**src/rtl/io_request_arbiter_pkg.sv**
```systemverilog
// Shared I/O request/response types used by the core-side queues and the I/O arbiter.
package io_request_arbiter_pkg;

   localparam int unsigned NUM_CORES = 4;

   typedef logic [3:0]  core_id_t;
   typedef logic [1:0]  local_thread_idx_t;
   typedef logic [31:0] scalar_t;

   typedef struct packed {
      logic              store;
      local_thread_idx_t thread_idx;
      scalar_t           address;
      scalar_t           value;
   } ioreq_packet_t;

   typedef struct packed {
      core_id_t          core;
      local_thread_idx_t thread_idx;
      scalar_t           read_value;
   } iorsp_packet_t;

endpackage

```
**src/rtl/io_bus_interface.sv**
```systemverilog
// Simple peripheral register bus: one write or read per cycle, read data one cycle later.
interface io_bus_interface;
   import io_request_arbiter_pkg::*;

   logic    write_en;
   logic    read_en;
   scalar_t address;
   scalar_t write_data;
   scalar_t read_data;

   modport master(output write_en, output read_en, output address, output write_data,
                  input read_data);
   modport slave(input write_en, input read_en, input address, input write_data,
                 output read_data);
endinterface

```
**src/rtl/rr_arbiter.sv**
```systemverilog
// Round-robin arbiter: grants the first requester at or after the rotating pointer.
module rr_arbiter #(
   parameter int unsigned NUM_REQUESTERS = 4
) (
   input  logic                      clk,
   input  logic                      reset_n,
   input  logic [NUM_REQUESTERS-1:0] request,
   input  logic                      update_lru,
   output logic [NUM_REQUESTERS-1:0] grant
);
   localparam int unsigned PTR_W = (NUM_REQUESTERS > 1) ? $clog2(NUM_REQUESTERS) : 1;

   logic [PTR_W-1:0] ptr_q;
   logic [PTR_W-1:0] ptr_d;

   always_comb begin
      logic [PTR_W-1:0] idx;
      logic             found;
      grant = '0;
      ptr_d = ptr_q;
      found = 1'b0;
      idx   = '0;
      for (int unsigned i = 0; i < NUM_REQUESTERS; i++) begin
         idx = PTR_W'((32'(ptr_q) + i) % NUM_REQUESTERS);
         if (!found && request[idx]) begin
            found      = 1'b1;
            grant[idx] = 1'b1;
            ptr_d      = PTR_W'((32'(idx) + 1) % NUM_REQUESTERS);
         end
      end
   end

   always_ff @(posedge clk or negedge reset_n) begin
      if (!reset_n) begin
         ptr_q <= '0;
      end else if (update_lru) begin
         ptr_q <= ptr_d;
      end
   end
endmodule

```
**src/rtl/io_request_arbiter.sv**
```systemverilog
// Arbitrates per-core I/O requests onto one bus master; responses return 3 cycles after
// grant, in grant order, tagged with the granted core and thread.
module io_request_arbiter
   import io_request_arbiter_pkg::*;
#(
   parameter int unsigned NUM_REQUESTERS = NUM_CORES
) (
   input  logic                      clk,
   input  logic                      reset_n,
   input  logic [NUM_REQUESTERS-1:0] ior_request_valid,
   input  ioreq_packet_t             ior_request [NUM_REQUESTERS],
   output logic [NUM_REQUESTERS-1:0] ia_ready,
   output logic                      ia_response_valid,
   output iorsp_packet_t             ia_response,
   io_bus_interface.master           io_bus
);
   typedef struct packed {
      logic              valid;
      logic              store;
      core_id_t          core;
      local_thread_idx_t thread_idx;
   } io_pipe_tag_t;

   logic [NUM_REQUESTERS-1:0] grant;
   logic                      has_grant;
   core_id_t                  grant_core;
   ioreq_packet_t             grant_req;

   logic         write_en_q;
   logic         read_en_q;
   scalar_t      address_q;
   scalar_t      write_data_q;
   io_pipe_tag_t stage1_q;
   io_pipe_tag_t stage2_q;
   logic         rsp_valid_q;
   iorsp_packet_t rsp_q;

   rr_arbiter #(
      .NUM_REQUESTERS(NUM_REQUESTERS)
   ) u_rr_arbiter (
      .clk       (clk),
      .reset_n   (reset_n),
      .request   (ior_request_valid),
      .update_lru(|ior_request_valid),
      .grant     (grant)
   );

   assign ia_ready  = grant;
   assign has_grant = |grant;

   // Grant is one-hot, so OR-ing the selected entries yields a plain mux.
   always_comb begin
      grant_core = '0;
      grant_req  = '0;
      for (int unsigned i = 0; i < NUM_REQUESTERS; i++) begin
         if (grant[i]) begin
            grant_core = core_id_t'(i);
            grant_req  = ior_request[i];
         end
      end
   end

   always_ff @(posedge clk or negedge reset_n) begin
      if (!reset_n) begin
         write_en_q   <= 1'b0;
         read_en_q    <= 1'b0;
         address_q    <= '0;
         write_data_q <= '0;
         stage1_q     <= '0;
         stage2_q     <= '0;
         rsp_valid_q  <= 1'b0;
         rsp_q        <= '0;
      end else begin
         write_en_q          <= has_grant & grant_req.store;
         read_en_q           <= has_grant & ~grant_req.store;
         if (has_grant) begin
            address_q    <= grant_req.address;
            write_data_q <= grant_req.value;
         end
         stage1_q.valid      <= has_grant;
         stage1_q.store      <= grant_req.store;
         stage1_q.core       <= grant_core;
         stage1_q.thread_idx <= grant_req.thread_idx;
         stage2_q            <= stage1_q;
         rsp_valid_q         <= stage2_q.valid;
         rsp_q.core          <= stage2_q.core;
         rsp_q.thread_idx    <= stage2_q.thread_idx;
         // Stores are acknowledged with a zero read value.
         rsp_q.read_value    <= (stage2_q.valid && !stage2_q.store) ? io_bus.read_data : '0;
      end
   end

   assign io_bus.write_en   = write_en_q;
   assign io_bus.read_en    = read_en_q;
   assign io_bus.address    = address_q;
   assign io_bus.write_data = write_data_q;

   assign ia_response_valid = rsp_valid_q;
   assign ia_response       = rsp_q;
endmodule

```
**src/flat_wrapper.sv**
```systemverilog
// flat-port wrapper written by rule: the top's interface ports become plain ports
module io_request_arbiter_flat import io_request_arbiter_pkg::*;
#(
   parameter int unsigned NUM_REQUESTERS = NUM_CORES
)
  (clk, reset_n, ior_request_valid, ior_request, ia_ready, ia_response_valid, ia_response, io_bus_write_en, io_bus_read_en, io_bus_address, io_bus_write_data, io_bus_read_data);
  io_bus_interface io_bus_i ();
  input  logic clk;
  input  logic reset_n;
  input  logic [NUM_REQUESTERS-1:0] ior_request_valid;
  input  ioreq_packet_t ior_request[NUM_REQUESTERS];
  output logic [NUM_REQUESTERS-1:0] ia_ready;
  output logic ia_response_valid;
  output iorsp_packet_t ia_response;
  output wire logic [$bits(io_bus_i.write_en)-1:0] io_bus_write_en;
  output wire logic [$bits(io_bus_i.read_en)-1:0] io_bus_read_en;
  output wire logic [$bits(io_bus_i.address)-1:0] io_bus_address;
  output wire logic [$bits(io_bus_i.write_data)-1:0] io_bus_write_data;
  input wire logic [$bits(io_bus_i.read_data)-1:0] io_bus_read_data;
  assign io_bus_write_en = io_bus_i.write_en;
  assign io_bus_read_en = io_bus_i.read_en;
  assign io_bus_address = io_bus_i.address;
  assign io_bus_write_data = io_bus_i.write_data;
  assign io_bus_i.read_data = io_bus_read_data;
  io_request_arbiter #(.NUM_REQUESTERS(NUM_REQUESTERS)) u_core (.clk(clk), .reset_n(reset_n), .ior_request_valid(ior_request_valid), .ior_request(ior_request), .ia_ready(ia_ready), .ia_response_valid(ia_response_valid), .ia_response(ia_response), .io_bus(io_bus_i));
endmodule
```
**config.mk**
```make
export PLATFORM = sky130hd
export DESIGN_NAME = io_request_arbiter_flat
export DESIGN_NICKNAME = d
export VERILOG_FILES = /design/src/rtl/io_request_arbiter_pkg.sv /design/src/rtl/io_bus_interface.sv /design/src/rtl/rr_arbiter.sv /design/src/rtl/io_request_arbiter.sv /design/src/flat_wrapper.sv
export SDC_FILE = /design/constraint.sdc
export NUM_CORES = 1
export LEC_CHECK = 0
export ABC_AREA = 1
export ABC_CLOCK_PERIOD_IN_PS = 3300
export BUFFER_PORTS_ARGS = -buffer_cell sky130_fd_sc_hd__buf_4
export CAP_MARGIN = 20
export CELL_PAD_IN_SITES_DETAIL_PLACEMENT = 0
export CELL_PAD_IN_SITES_GLOBAL_PLACEMENT = 2
export CORE_MARGIN = 4
export CORE_UTILIZATION = 22
export CTS_CLUSTER_DIAMETER = 30
export DETAILED_ROUTE_END_ITERATION = 10
export PLACE_DENSITY = 0.87
export SYNTH_ARGS = -nofsm -noshare
export SYNTH_HDL_FRONTEND = slang
export SYNTH_SLANG_ARGS = --single-unit
```
**constraint.sdc**
```tcl
create_clock -name clk -period 3.3 [get_ports clk]
set_clock_uncertainty 0.1 [all_clocks]
set_input_delay 0.165 -clock clk [delete_from_list [all_inputs] [get_ports clk]]
set_output_delay 0.165 -clock clk [all_outputs]
set_load 0.1 [all_outputs]
```
# After elaboration in Yosys (flattened, before gate mapping)

Index checks and enable logic that the tools add are counted.

Register bits: 117
Input port bits: 306
Output and inout bits: 109
Word-level logic and storage cells: 88

$add $sub $neg: 6
$lt $le $gt $ge: 8
Mux-type cells: 35
Bitwise gates (word level): 6
Reductions and logical operators: 16

Operators by type and width:

| kind                                                                  | count |
|---|---|
| 67-bit two-way mux                                                    | 4 |
| 32-bit two-way mux                                                    | 1 |
| 4-bit two-way mux                                                     | 4 |
| 2-bit by 3-bit < comparator with 1-bit output, second input constant  | 4 |
| 1-bit two-way mux                                                     | 12 |
| 2-bit two-way mux                                                     | 6 |
| 4-bit OR                                                              | 3 |
| 2-bit by 1-bit adder with 2-bit output, second input constant         | 4 |
| 1-bit binary-select mux with 2-bit select                             | 4 |
| 1-bit demux with 2-bit select                                         | 4 |
| 2-bit by 1-bit >= comparator with 1-bit output, second input constant | 4 |
| 1-bit logical AND                                                     | 8 |
| 4-bit OR reduction                                                    | 2 |
| 2-bit adder, second input constant                                    | 2 |
| 1-bit zero test                                                       | 4 |
| 4-bit nonzero test                                                    | 1 |
| 1-bit bitwise AND                                                     | 2 |
| 2-bit AND reduction                                                   | 1 |
| 1-bit inverter                                                        | 1 |

# Logic depth before layout (Yosys ltp)

Gate-level depths: netlist of run 1.

Depth in word-level cells: 18
Gate-level depth with buffers: 17
Mapped depth without buffers: 15

# Cells and area by module

Synthesis of run 1 repeated with hierarchy kept, for this count alone.

Cell total of the unflattened synthesis: 877
Area, all modules: 6293.5 um^2

Modules (own cells, without submodules):

| module             | times used | cells an instance | area each (um^2) | sequential area each (um^2) |
|---|---|---|---|---|
| io_request_arbiter | 1          | 793               | 5804.3           | 2877.8 |
| rr_arbiter         | 1          | 84                | 489.2            | 50.0 |

# Worst setup path after synthesis of run 1

OpenSTA, ideal clock, no wires.

Path kind: flip-flop to flip-flop
Start point: register u_core.u_rr_arbiter.ptr_q[0]
End point: register u_core.address_q[29], in the netlist u_core.io_bus.address[29]
Setup time: 0.067 ns
Arrival time: 3.007 ns
Required time: 3.133 ns
Setup slack: 0.126 ns
Stages on the path, launching flop included: 15
Path buffers: 1
Period minus slack after synthesis: 3.174 ns
Cell sequence: dfrtp_1 inv_2 ha_1 inv_1 nand3_1 nand2_1 nand2_4 nor2_4 nand3_1 nand2_2 buf_1 a21oi_1 nand2_1 nand2_1 nand2_1

Elaborated cells on any way between the ends: 52
Classes of those cells: 3 x add/sub; 8 x order compare; 27 x mux; 3 x bitwise; 11 x reduce/logical

RTL lines:

| item                                                                                                   | RTL line                                           | source |
|---|---|---|
| start: declaration                                                                                     | rr_arbiter.sv:13                                   | `logic [PTR_W-1:0] ptr_q;` |
| start signal: assignment                                                                               | rr_arbiter.sv:37                                   | `ptr_q <= ptr_d;` |
| parallel branches: the longest is 11 deep, another holds 2-bit by 3-bit < comparator with 1-bit output | --                                                 |  |
| 4-bit two-way mux *                                                                                    | rr_arbiter.sv:25                                   | `if (!found && request[idx]) begin` |
| net ia_ready[3]                                                                                        | flat_wrapper.sv:12                                 | `output logic [NUM_REQUESTERS-1:0] ia_ready;` |
| 4-bit OR reduction or 67-bit two-way mux (tied branches)                                               | io_request_arbiter.sv:49, io_request_arbiter.sv:56 |  |
| end signal: assignment                                                                                 | io_request_arbiter.sv:77                           | `address_q <= grant_req.address;` |
| end: declaration                                                                                       | io_request_arbiter.sv:31                           | `scalar_t address_q;` |

Mark *: on every way through the listed nets, which the timed path passes. The select of a mux whose other input is x is not followed.
A chain may end at the register's enable or synchronous reset.

# Worst setup path after layout of run 1

Start point: register u_core.u_rr_arbiter.ptr_q[1]
End point: output port ia_ready[2]

Longest elaborated chain between the ends: 12
Elaborated cells on any way between the ends: 47
Classes of those cells: 3 x add/sub; 8 x order compare; 23 x mux; 3 x bitwise; 10 x reduce/logical

Ends and longest elaborated chain:

| item                                                                                                   | RTL line |
|---|---|
| parallel branches: the longest is 11 deep, another holds 2-bit by 3-bit < comparator with 1-bit output | -- |
| 4-bit two-way mux *                                                                                    | rr_arbiter.sv:25 |
| end: declaration                                                                                       | flat_wrapper.sv:12 |

Mark *: on every way between the ends. The select of a mux whose other input is x is not followed.

==> results of run 1 <==
synthesized netlist by cell type (all sizes together):
| cell | n | area, um2 |
|---|---|---|
| nand2 | 497 | 1890 |
| a21oi | 138 | 694 |
| dfrtp | 117 | 2930 |
| inv | 113 | 424 |
| or2 | 65 | 407 |
| buf | 55 | 379 |
| nor2 | 48 | 193 |
| nand3 | 16 | 90.1 |
| clkbuf | 7 | 26.3 |
| ha | 7 | 87.6 |
| and2 | 2 | 12.5 |
| o21ai | 2 | 10.0 |
| a22oi | 1 | 7.51 |
| conb | 1 | 3.75 |
| nand4 | 1 | 6.26 |
| nor3 | 1 | 5.00 |
| o211ai | 1 | 7.51 |
| xor2 | 1 | 8.76 |
through the flow:
step	cell area (um2)	hold slack [ns]	std cells	util	setup WS (ns)
CTS	12900	0.00500	2073	0.404	0.00196
global route	13000	0.0393	2075	0.407	0.00287
detailed placement	10600	0.0540	1874	0.334	0.296
finish	13000	0.0110	2075	0.407	0.178
floorplan	7180	-0.231	1074	-	0.126
global placement	10600	0.0487	1874	0.334	0.419
flip-flops by register name (all words and copies together), names as in the netlist:
name                       flops
u_core.stage1_q                6
u_core.io_bus.read_en          1
u_core.io_bus.address         32
u_core.io_bus.write_en         1
u_core.u_rr_arbiter.ptr_q      2
u_core.stage2_q                6
u_core.ia_response_valid       1
u_core.io_bus.write_data      32
u_core.ia_response            36
per-layer routing:
| metal | part of all wire | vias to the layer above | track usage |
|---|---|---|---|
| met5 | 0 | - | 0 |
| met3 | 0.060 | 39 | 0.0443 |
| li1 | - | 4356 | - |
| met2 | 0.51 | 295 | 0.334 |
| met4 | 0.018 | 0 | 0.0493 |
| met1 | 0.41 | 3931 | 0.210 |
worst max path at each step:
stage                                      start                   endpoint  slack, ns
floorplan           u_core.u_rr_arbiter.ptr_q[0]  u_core.io_bus.address[29]       0.13
global placement    u_core.u_rr_arbiter.ptr_q[1]         u_core.stage1_q[6]       0.42
detailed placement  u_core.u_rr_arbiter.ptr_q[1]  u_core.io_bus.address[13]       0.30
CTS                 u_core.u_rr_arbiter.ptr_q[1]                ia_ready[0]      0.002
global route        u_core.u_rr_arbiter.ptr_q[1]                ia_ready[0]      0.003
finish              u_core.u_rr_arbiter.ptr_q[1]                ia_ready[2]       0.18
timing repair:
action,4_1_cts,5_1_grt
hold buffers,167,0
resized for setup,2,9
endpoints found under the hold margin,147,0
setup endpoints to repair,1,4
cloned,0,1
buffers inserted,0,0
layout make-up:
type,count,area (um2)
inverters,113,424
fillers,3353,18900
multi-input cells,782,3450
clock buffers,17,425
flip-flops and latches,117,2930
repair buffers,596,5060
well taps,435,544
clock inverters,15,148
worst max-delay path, delay by kind of cell (launching register included):
kind                       cells  cell delay [ns]
adders and majority gates      1             0.37
DFF                            1             0.45
and+or+nand+nor                6             0.77
buffers and inverters          4             0.79
cells by family (layout without fill, tap and decap cells):
family          Yosys count  in the layout  share of synthesized area
simple gates            630            630                      0.362
xor+xnor                  1              1                    0.00122
fa+ha+maj                 7              7                     0.0122
buf+inv                 175            741                      0.116
flops                   117            117                      0.408
other cells               1              2                   0.000522
compound gates          142            142                      0.100
==> flow_metrics.py, run 1 <==
metrics = {
    "floorplan": {
        "start_util": 0.225,
        "die_x_um": 189,
        "core-area_um2": 31900,
        "ios": 415,
        "num_rows": 65,
        "dieHeight_um": 189,
        "dieArea_um2": 35600,
    },
    "sta": {
        "post-route-period-util": 0.946,
        "fmax_ghz": 0.320,
        "rsz0062_at_grt": "no",
        "finalHoldViolCount": 0,
        "slew_headroom": 0.610,
        "final-max-slew-violation-count": 0,
        "worst_pin_slew_ns": 0.585,
        "fin_crit_ns": 3.12,
        "setup_tns_ns": 0,
        "final-setup-viol-count": 0,
    },
    "yosys": {
        "ys_seq_area_frac": 0.408,
        "syn-cell-area_um2": 7180,
        "syn_area_per_cell_um2": 6.69,
        "synthCells": 1073,
        "yosys_warnings": 0,
        "synth-seq-cells": 117,
        "ys_types": 31,
    },
    "layout": {
        "final_cell_mix": "nand2_1, buf_4, dlygate4sd3_1",
        "diodes": 0,
        "drive_above_1_share": 0.306,
        "final_common_cell": "nand2_1",
        "area_growth_pct": 80.9,
        "final_nets": 1940,
    },
    "setup_path": {
        "path_max_fanout": 44,
        "required_ns": 3.03,
        "cp_cell_sequence": "inv_1, ha_1, inv_1, nand3_1, nand2_1, nand2_4, nor2_4, nand3_1, nand2_4, buf_12, buf_6",
        "r2r_cells": 14,
        "critPathSlowestCell": "dfrtp_1",
        "arrival_ns": 2.86,
        "cpPeakStageDelay_ns": 0.45,
        "cp-end-kind": "primary output",
        "regToRegSetupSlack_ns": 0.24,
        "worstSetupPathType": "register to primary output",
        "critPathLaunchType": "register",
        "reg2reg_from": "u_core.u_rr_arbiter.ptr_q[1]",
        "r2r_end": "u_core.io_bus.write_en",
    },
    "min_path": {
        "worstHoldPathCells": 5,
        "min-delay-start": "ior_request[68]",
        "min_to": "u_core.io_bus.write_data[1]",
        "hold_path_class": "primary input to register",
    },
    "cts": {
        "clock_latency_ns": 0.42,
        "clk_pin_slew_worst_paths_ns": 0.06,
        "cts_tree": "yes",
        "root_buffer": "clkbuf_16",
        "cts_buffers": 17,
        "clkSinkCount": 117,
        "htreeDepth": 4,
        "clockBufferDepth": 2,
    },
    "global_routing": {
        "grt_pass1_wl_mm": 51.0,
        "grt_antenna_before_repair": 0,
        "grt_pass1_vias": 8877,
        "grt_start_max_net_pins": 93,
        "grt_overflow": 0,
        "grt_use_total": 0.181,
    },
    "drt": {
        "drt-pass1-iter-count": 6,
        "num_vias": 8621,
        "drt.antenna.violating_nets": 0,
        "drtIter0Drc": 314,
        "avgRoutedWirePerCell_um": 16.4,
        "routed_via_density": 4.15,
        "drc": 0,
        "finalWirelength_mm": 34.0,
    },
    "placement": {
        "portBuffers": 412,
        "dpl.hpwl_mm": 23.0,
        "gp_congestion": 0.846,
    },
    "outcome": {
        "status": "finished clean",
    },
    "flow_run": {
        "drv_cap": 0,
    },
}
Power of run 1 is left out: the tool's default activity adds up to more than one toggle a clock period on the data nets, which glitch-free logic cannot reach.
==> run 2: changes to the inputs <==
--- a/config.mk
+++ b/config.mk
@@ -11,6 +11,7 @@
 export CAP_MARGIN = 20
 export CELL_PAD_IN_SITES_DETAIL_PLACEMENT = 0
 export CELL_PAD_IN_SITES_GLOBAL_PLACEMENT = 2
+export CORE_ASPECT_RATIO = 0.7
 export CORE_MARGIN = 4
 export CORE_UTILIZATION = 22
 export CTS_CLUSTER_DIAMETER = 30
==> run 2 against run 1 <==
Maximum frequency increased by 1.3%; core utilization grew 0.36 points; final area rose by 2.1%; critical path type unchanged; die area grew 0.13%; critical path depth is the same; register-to-register slack improved by 0.05 ns; final cell count increased by 1.1%.
==> flow_metrics.py, run 2 (synthesis results as in run 1) <==
metrics = {
    "outcome": {
        "status": "finished clean",
    },
    "sta": {
        "setup_tns_ns": 0,
        "slew_headroom": 0.462,
        "final-setup-viol-count": 0,
        "worst_pin_slew_ns": 0.808,
        "finalHoldViolCount": 0,
        "fmax_ghz": 0.324,
        "final-max-slew-violation-count": 0,
        "post-route-period-util": 0.934,
        "fin_crit_ns": 3.08,
        "rsz0062_at_grt": "no",
    },
    "drt": {
        "drc": 0,
        "avgRoutedWirePerCell_um": 15.9,
        "finalWirelength_mm": 33.3,
        "drt.antenna.violating_nets": 0,
        "routed_via_density": 4.20,
        "drtIter0Drc": 382,
        "num_vias": 8811,
        "drt-pass1-iter-count": 5,
    },
    "layout": {
        "drive_above_1_share": 0.304,
        "final_nets": 1970,
        "area_growth_pct": 84.7,
        "final_common_cell": "nand2_1",
        "diodes": 0,
        "largest_reg_flops": 36,
        "final_cell_mix": "nand2_1, buf_4, dlygate4sd3_1",
    },
    "cts": {
        "root_buffer": "clkbuf_16",
        "clkSinkCount": 117,
        "clk_pin_slew_worst_paths_ns": 0.06,
        "clock_latency_ns": 0.43,
        "cts_buffers": 17,
        "cts_tree": "yes",
        "htreeDepth": 4,
        "clockBufferDepth": 2,
    },
    "setup_path": {
        "critPathLaunchType": "register",
        "arrival_ns": 2.82,
        "required_ns": 3.03,
        "cp-end-kind": "primary output",
        "path_max_fanout": 66,
        "worstSetupPathType": "register to primary output",
    },
    "floorplan": {
        "start_util": 0.222,
        "core-area_um2": 32300,
        "dieArea_um2": 35600,
        "ios": 415,
        "dieHeight_um": 159,
        "die_x_um": 224,
        "num_rows": 55,
    },
    "placement": {
        "portBuffers": 412,
        "gp_congestion": 0.877,
        "dpl.hpwl_mm": 22.1,
    },
    "global_routing": {
        "grt_pass1_vias": 9163,
        "grt_pass1_wl_mm": 50.3,
        "grt_use_total": 0.177,
        "grt_start_max_net_pins": 80,
        "grt_overflow": 0,
        "grt_antenna_before_repair": 0,
    },
    "min_path": {
        "hold_path_class": "primary input to register",
    },
    "flow_run": {
        "drv_cap": 0,
    },
}
[run 2: path summary, 6_finish.rpt]
| check | start | to | slack, ns | depth (start not counted) |
|---|---|---|---|---|
| setup / recovery | u_core.u_rr_arbiter.ptr_q[1] | ia_ready[1] | 0.22 | 11 |
| min in group asynchronous | reset_n | u_core.io_bus.address[15] | 0.27 | 2 |
| hold / removal | ior_request[89] | u_core.io_bus.write_data[22] | 0.02 | 5 |
| setup reg to reg | u_core.u_rr_arbiter.ptr_q[1] | u_core.stage1_q[1] | 0.29 | 13 |
| max in group asynchronous | reset_n | u_core.io_bus.write_data[1] | 1.99 | 3 |
| hold reg to reg | u_core.stage1_q[1] | u_core.stage2_q[1] | 0.25 | 0 |
[run 2: metal layers]
metal	track usage	up-vias	share of wire
li1	-	4411	-
met1	0.221	4029	0.43
met2	0.297	317	0.47
met3	0.0531	54	0.071
met4	0.0552	0	0.023
met5	0	-	0
[run 2: per-stage QoR]
step | hold slack, ns | worst slack (ns) | cells | instance area (um2) | utilization
after detailed placement | 0.192 | 0.354 | 1868 | 10700 | 0.330
after global placement | 0.200 | 0.396 | 1868 | 10700 | 0.330
after floorplan | -0.231 | 0.126 | 1074 | 7180 | -
final | 0.0212 | 0.218 | 2097 | 13300 | 0.411
after global routing | 0.0425 | 0.0198 | 2097 | 13300 | 0.411
after CTS | 0.00125 | 0.0118 | 2094 | 13200 | 0.408
[run 2: what timing repair did]
item                       4_1_cts  5_1_grt
setup buffers                    0        0
hold endpoints to repair       178        0
setup endpoints to repair        2        6
hold buffers                   194        0
gates resized for setup          3        5
cloned                           0        2
[run 2: area by class of cell]
type                    instances  area (um2)
clock inverters                15         145
repair buffers                626        5360
well taps                     427         534
multi-input cells             782        3440
fillers                      3284       19000
flip-flops and latches        117        2930
inverters                     113         424
clock buffers                  17         425
[run 2: critical path, cell delays in order, from the launching register on]
cell,delay [ns]
dfrtp_2,0.46
inv_2,0.13
ha_1,0.29
inv_1,0.13
nand3_1,0.08
nand2_1,0.16
nand2_4,0.08
nor2_4,0.13
nand3_1,0.13
nand2_2,0.13
buf_12,0.36
buf_6,0.29
Power of run 2 is left out for the same reason.
==> run 3: changes to the inputs <==
--- a/config.mk
+++ b/config.mk
@@ -13,10 +13,12 @@
 export CELL_PAD_IN_SITES_GLOBAL_PLACEMENT = 2
 export CORE_ASPECT_RATIO = 0.7
 export CORE_MARGIN = 4
-export CORE_UTILIZATION = 22
+export CORE_UTILIZATION = 21
 export CTS_CLUSTER_DIAMETER = 30
 export DETAILED_ROUTE_END_ITERATION = 10
-export PLACE_DENSITY = 0.87
+export HOLD_SLACK_MARGIN = 0.08
+export PLACE_DENSITY = 0.86
 export SYNTH_ARGS = -nofsm -noshare
 export SYNTH_HDL_FRONTEND = slang
+export SYNTH_HIERARCHICAL = 1
 export SYNTH_SLANG_ARGS = --single-unit
==> run 3 against run 2 <==
Clock-buffer cell count did not move; first-iteration DRC count up 27%; die area is 7.8% lower; final cell count fell by 6.2%; register-to-register slack worse by 0.11 ns; worst setup slack worse by 0.033 ns; global-route usage is 3.1 points higher; critical endpoint is now u_core/io_bus.read_en; core utilization grew 5.1 points; flip-flop and latch count is the same; hold slack better by 0.13 ns; routed wire length grew 6.9%; final area increased by 1.8%.
==> flow_metrics.py, run 3 <==
metrics = {
    "outcome": {
        "status": "finished clean",
    },
    "sta": {
        "slew_headroom": 0.397,
        "worst_pin_slew_ns": 0.905,
        "post-route-period-util": 0.944,
        "fmax_ghz": 0.321,
        "rsz0062_at_grt": "yes",
        "final-setup-viol-count": 0,
        "finalHoldViolCount": 0,
        "final-max-slew-violation-count": 0,
        "fin_crit_ns": 3.12,
    },
    "setup_path": {
        "path_max_fanout": 32,
        "reg2reg_from": "u_core/u_rr_arbiter/ptr_q[0]",
        "worstSetupPathType": "register to register",
        "required_ns": 3.50,
        "critPathLaunchType": "register",
        "regToRegSetupSlack_ns": 0.18,
        "arrival_ns": 3.32,
        "r2r_end": "u_core/io_bus.read_en",
        "r2r_cells": 15,
        "cp-end-kind": "register",
    },
    "cts": {
        "cts_setup_buffers": 0,
        "htreeDepth": 4,
        "clock_latency_ns": 0.42,
        "clk_pin_slew_worst_paths_ns": 0.06,
        "clkSinkCount": 117,
        "clockBufferDepth": 2,
        "cts_buffers": 17,
        "root_buffer": "clkbuf_16",
        "cts_tree": "yes",
    },
    "layout": {
        "drive_above_1_share": 0.305,
        "fill_cells": 2759,
        "final_cell_mix": "nand2_1, buf_4, dlygate4sd3_1",
        "fin_util": 0.462,
        "largest_reg_flops": 36,
        "area_growth_pct": 114,
        "layout.cells.non_filler": 1967,
        "final_cell_area_um2": 13500,
        "final_common_cell": "nand2_1",
        "final_nets": 1883,
    },
    "yosys": {
        "ys_seq_area_frac": 0.465,
        "yosysMostFrequentCell": "nand2_1",
        "synth-seq-cells": 117,
        "ys_types": 26,
        "ys_async_sr_fraction": 1.00,
        "synthTopCellsByArea": "dfrtp_1, nand2_1, nand3_1, nand4_1, nor2_1",
        "synthCells": 877,
        "syn_area_per_cell_um2": 7.18,
        "synth_top_area_cell": "dfrtp_1",
        "synth_top_flop_cell": "dfrtp_1",
        "yosys-top-cells-count": "nand2_1, dfrtp_1, nand3_1",
        "synth_top_area_frac": 0.465,
        "syn-cell-area_um2": 6290,
        "synth_edf_count": 0,
        "yosys_warnings": 6,
    },
    "drt": {
        "drt.antenna.violating_nets": 0,
        "top_layer": "met4",
        "avgRoutedWirePerCell_um": 18.1,
        "wl_met3_mm": 2.59,
        "met1_length_mm": 14.6,
        "wl_met2_mm": 17.2,
        "drc": 0,
        "routed_via_density": 4.54,
        "num_vias": 8933,
        "drtIter0Drc": 485,
        "finalWirelength_mm": 35.6,
        "drt-pass1-iter-count": 7,
    },
    "placement": {
        "dpl.hpwl_mm": 21.4,
        "placed_cells": 1627,
        "placed_area_um2": 9720,
        "portBuffers": 412,
        "gp_congestion": 0.827,
    },
    "global_routing": {
        "grt_overflow": 0,
        "grt_pass1_vias": 9681,
        "grt_antenna_before_repair": 4,
        "grt_use_total": 0.208,
        "grt_start_max_net_pins": 70,
        "grt_pass1_wl_mm": 54.0,
    },
    "min_path": {
        "hold_path_class": "primary input to register",
        "min_to": "u_core/io_bus.write_data[13]",
        "min-delay-start": "ior_request[214]",
        "worstHoldPathCells": 5,
    },
    "floorplan": {
        "num_rows": 52,
        "dieArea_um2": 32800,
        "start_util": 0.215,
        "core-area_um2": 29200,
        "ios": 415,
        "die_x_um": 215,
        "dieHeight_um": 153,
    },
    "flow_run": {
        "drv_cap": 0,
    },
}
[run 3: cell types whose count changed in the layout (fill, tap and decap cells not counted), moves of 61 or more]
| cell | change |
|---|---|
| a21oi_1 | -130 |
| dlygate4sd3_1 | +106 |
| nand3_1 | +70 |
| nand2_1 | -67 |
| inv_1 | -66 |
| nand4_1 | +61 |
[run 3: logic make-up (layout without fill, tap and decap cells)]
| family | Yosys count | after routing | share of synthesized area |
|---|---|---|---|
| simple gates | 632 | 633 | 0.429 |
| flops | 117 | 117 | 0.465 |
| buf+inv | 102 | 808 | 0.0771 |
| compound gates | 19 | 19 | 0.0167 |
| fa+ha+maj | 5 | 5 | 0.00994 |
| other cells | 1 | 6 | 0.000596 |
| xor+xnor | 1 | 1 | 0.00139 |
[run 3: worst max path at each step]
| stage | from | end | slack (ns) | cells past startpoint |
|---|---|---|---|---|
| 6_report | u_core/u_rr_arbiter/ptr_q[0] | u_core/io_bus.read_en | 0.18 | 15 |
| 5_1_grt | u_core/u_rr_arbiter/ptr_q[0] | u_core/io_bus.read_en | -0.03 | 15 |
| 4_1_cts | u_core/u_rr_arbiter/ptr_q[0] | ia_ready[2] | 0.02 | 10 |
| 3_5_place_dp | u_core/u_rr_arbiter/ptr_q[0] | u_core/io_bus.read_en | -0.03 | 15 |
| 3_3_place_gp | u_core/u_rr_arbiter/ptr_q[0] | u_core/io_bus.read_en | 0.08 | 15 |
| 2_1_floorplan | u_core/u_rr_arbiter/ptr_q[1] | u_core/io_bus.address[22] | 0.09 | 14 |
[run 3: through the flow]
step	setup WS (ns)	setup TNS, ns	hold WS (ns)
3_3_place_gp	0.0754	0	0.122
2_1_floorplan	0.0917	0	-0.231
5_1_grt	-0.0329	-0.0329	0.170
6_report	0.184	0	0.152
3_5_place_dp	-0.0289	-0.0289	0.130
4_1_cts	0.0160	0	0.116
[run 3: layer usage]
layer  GRT usage  up-vias
met2       0.360      429
li1            -     4186
met3      0.0581       85
met1       0.246     4233
met4      0.0839        0
met5           0        -
[run 3: worst max-delay path, stage by stage, from the launching register on]
cell and delay, ns:
dfrtp_1 0.38, inv_2 0.05, ha_1 0.37, inv_1 0.10, nand3_1 0.09, nand2_1 0.10, nand3_1 0.12, inv_1 0.08
a21oi_1 0.26, o21ai_4 0.12, inv_2 0.11, nand2_2 0.13, nor2_8 0.61, nand2_1 0.16, nand3_1 0.16, nor2_1 0.05
[run 3: repair_timing]
action                                 in CTS  in global routing
hold buffers                              300                  0
pin swaps                                   1                  1
setup endpoints to repair                   3                 10
gates cloned                                1                  1
endpoints found under the hold margin     165                  0
resized for setup                           3                 10
[run 3: layout make-up]
cell class	count	area, um2	area share
Timing Repair Buffer	729	6320	0.468
Clock inverter	15	219	0.0162
Tap cell	378	473	0.0350
Antenna cell	4	10.0	0.000741
Clock buffer	17	425	0.0315
Multi-Input combinational cell	660	2950	0.218
Inverter	47	178	0.0132
Sequential cell	117	2930	0.217
Power of run 3 is left out for the same reason.
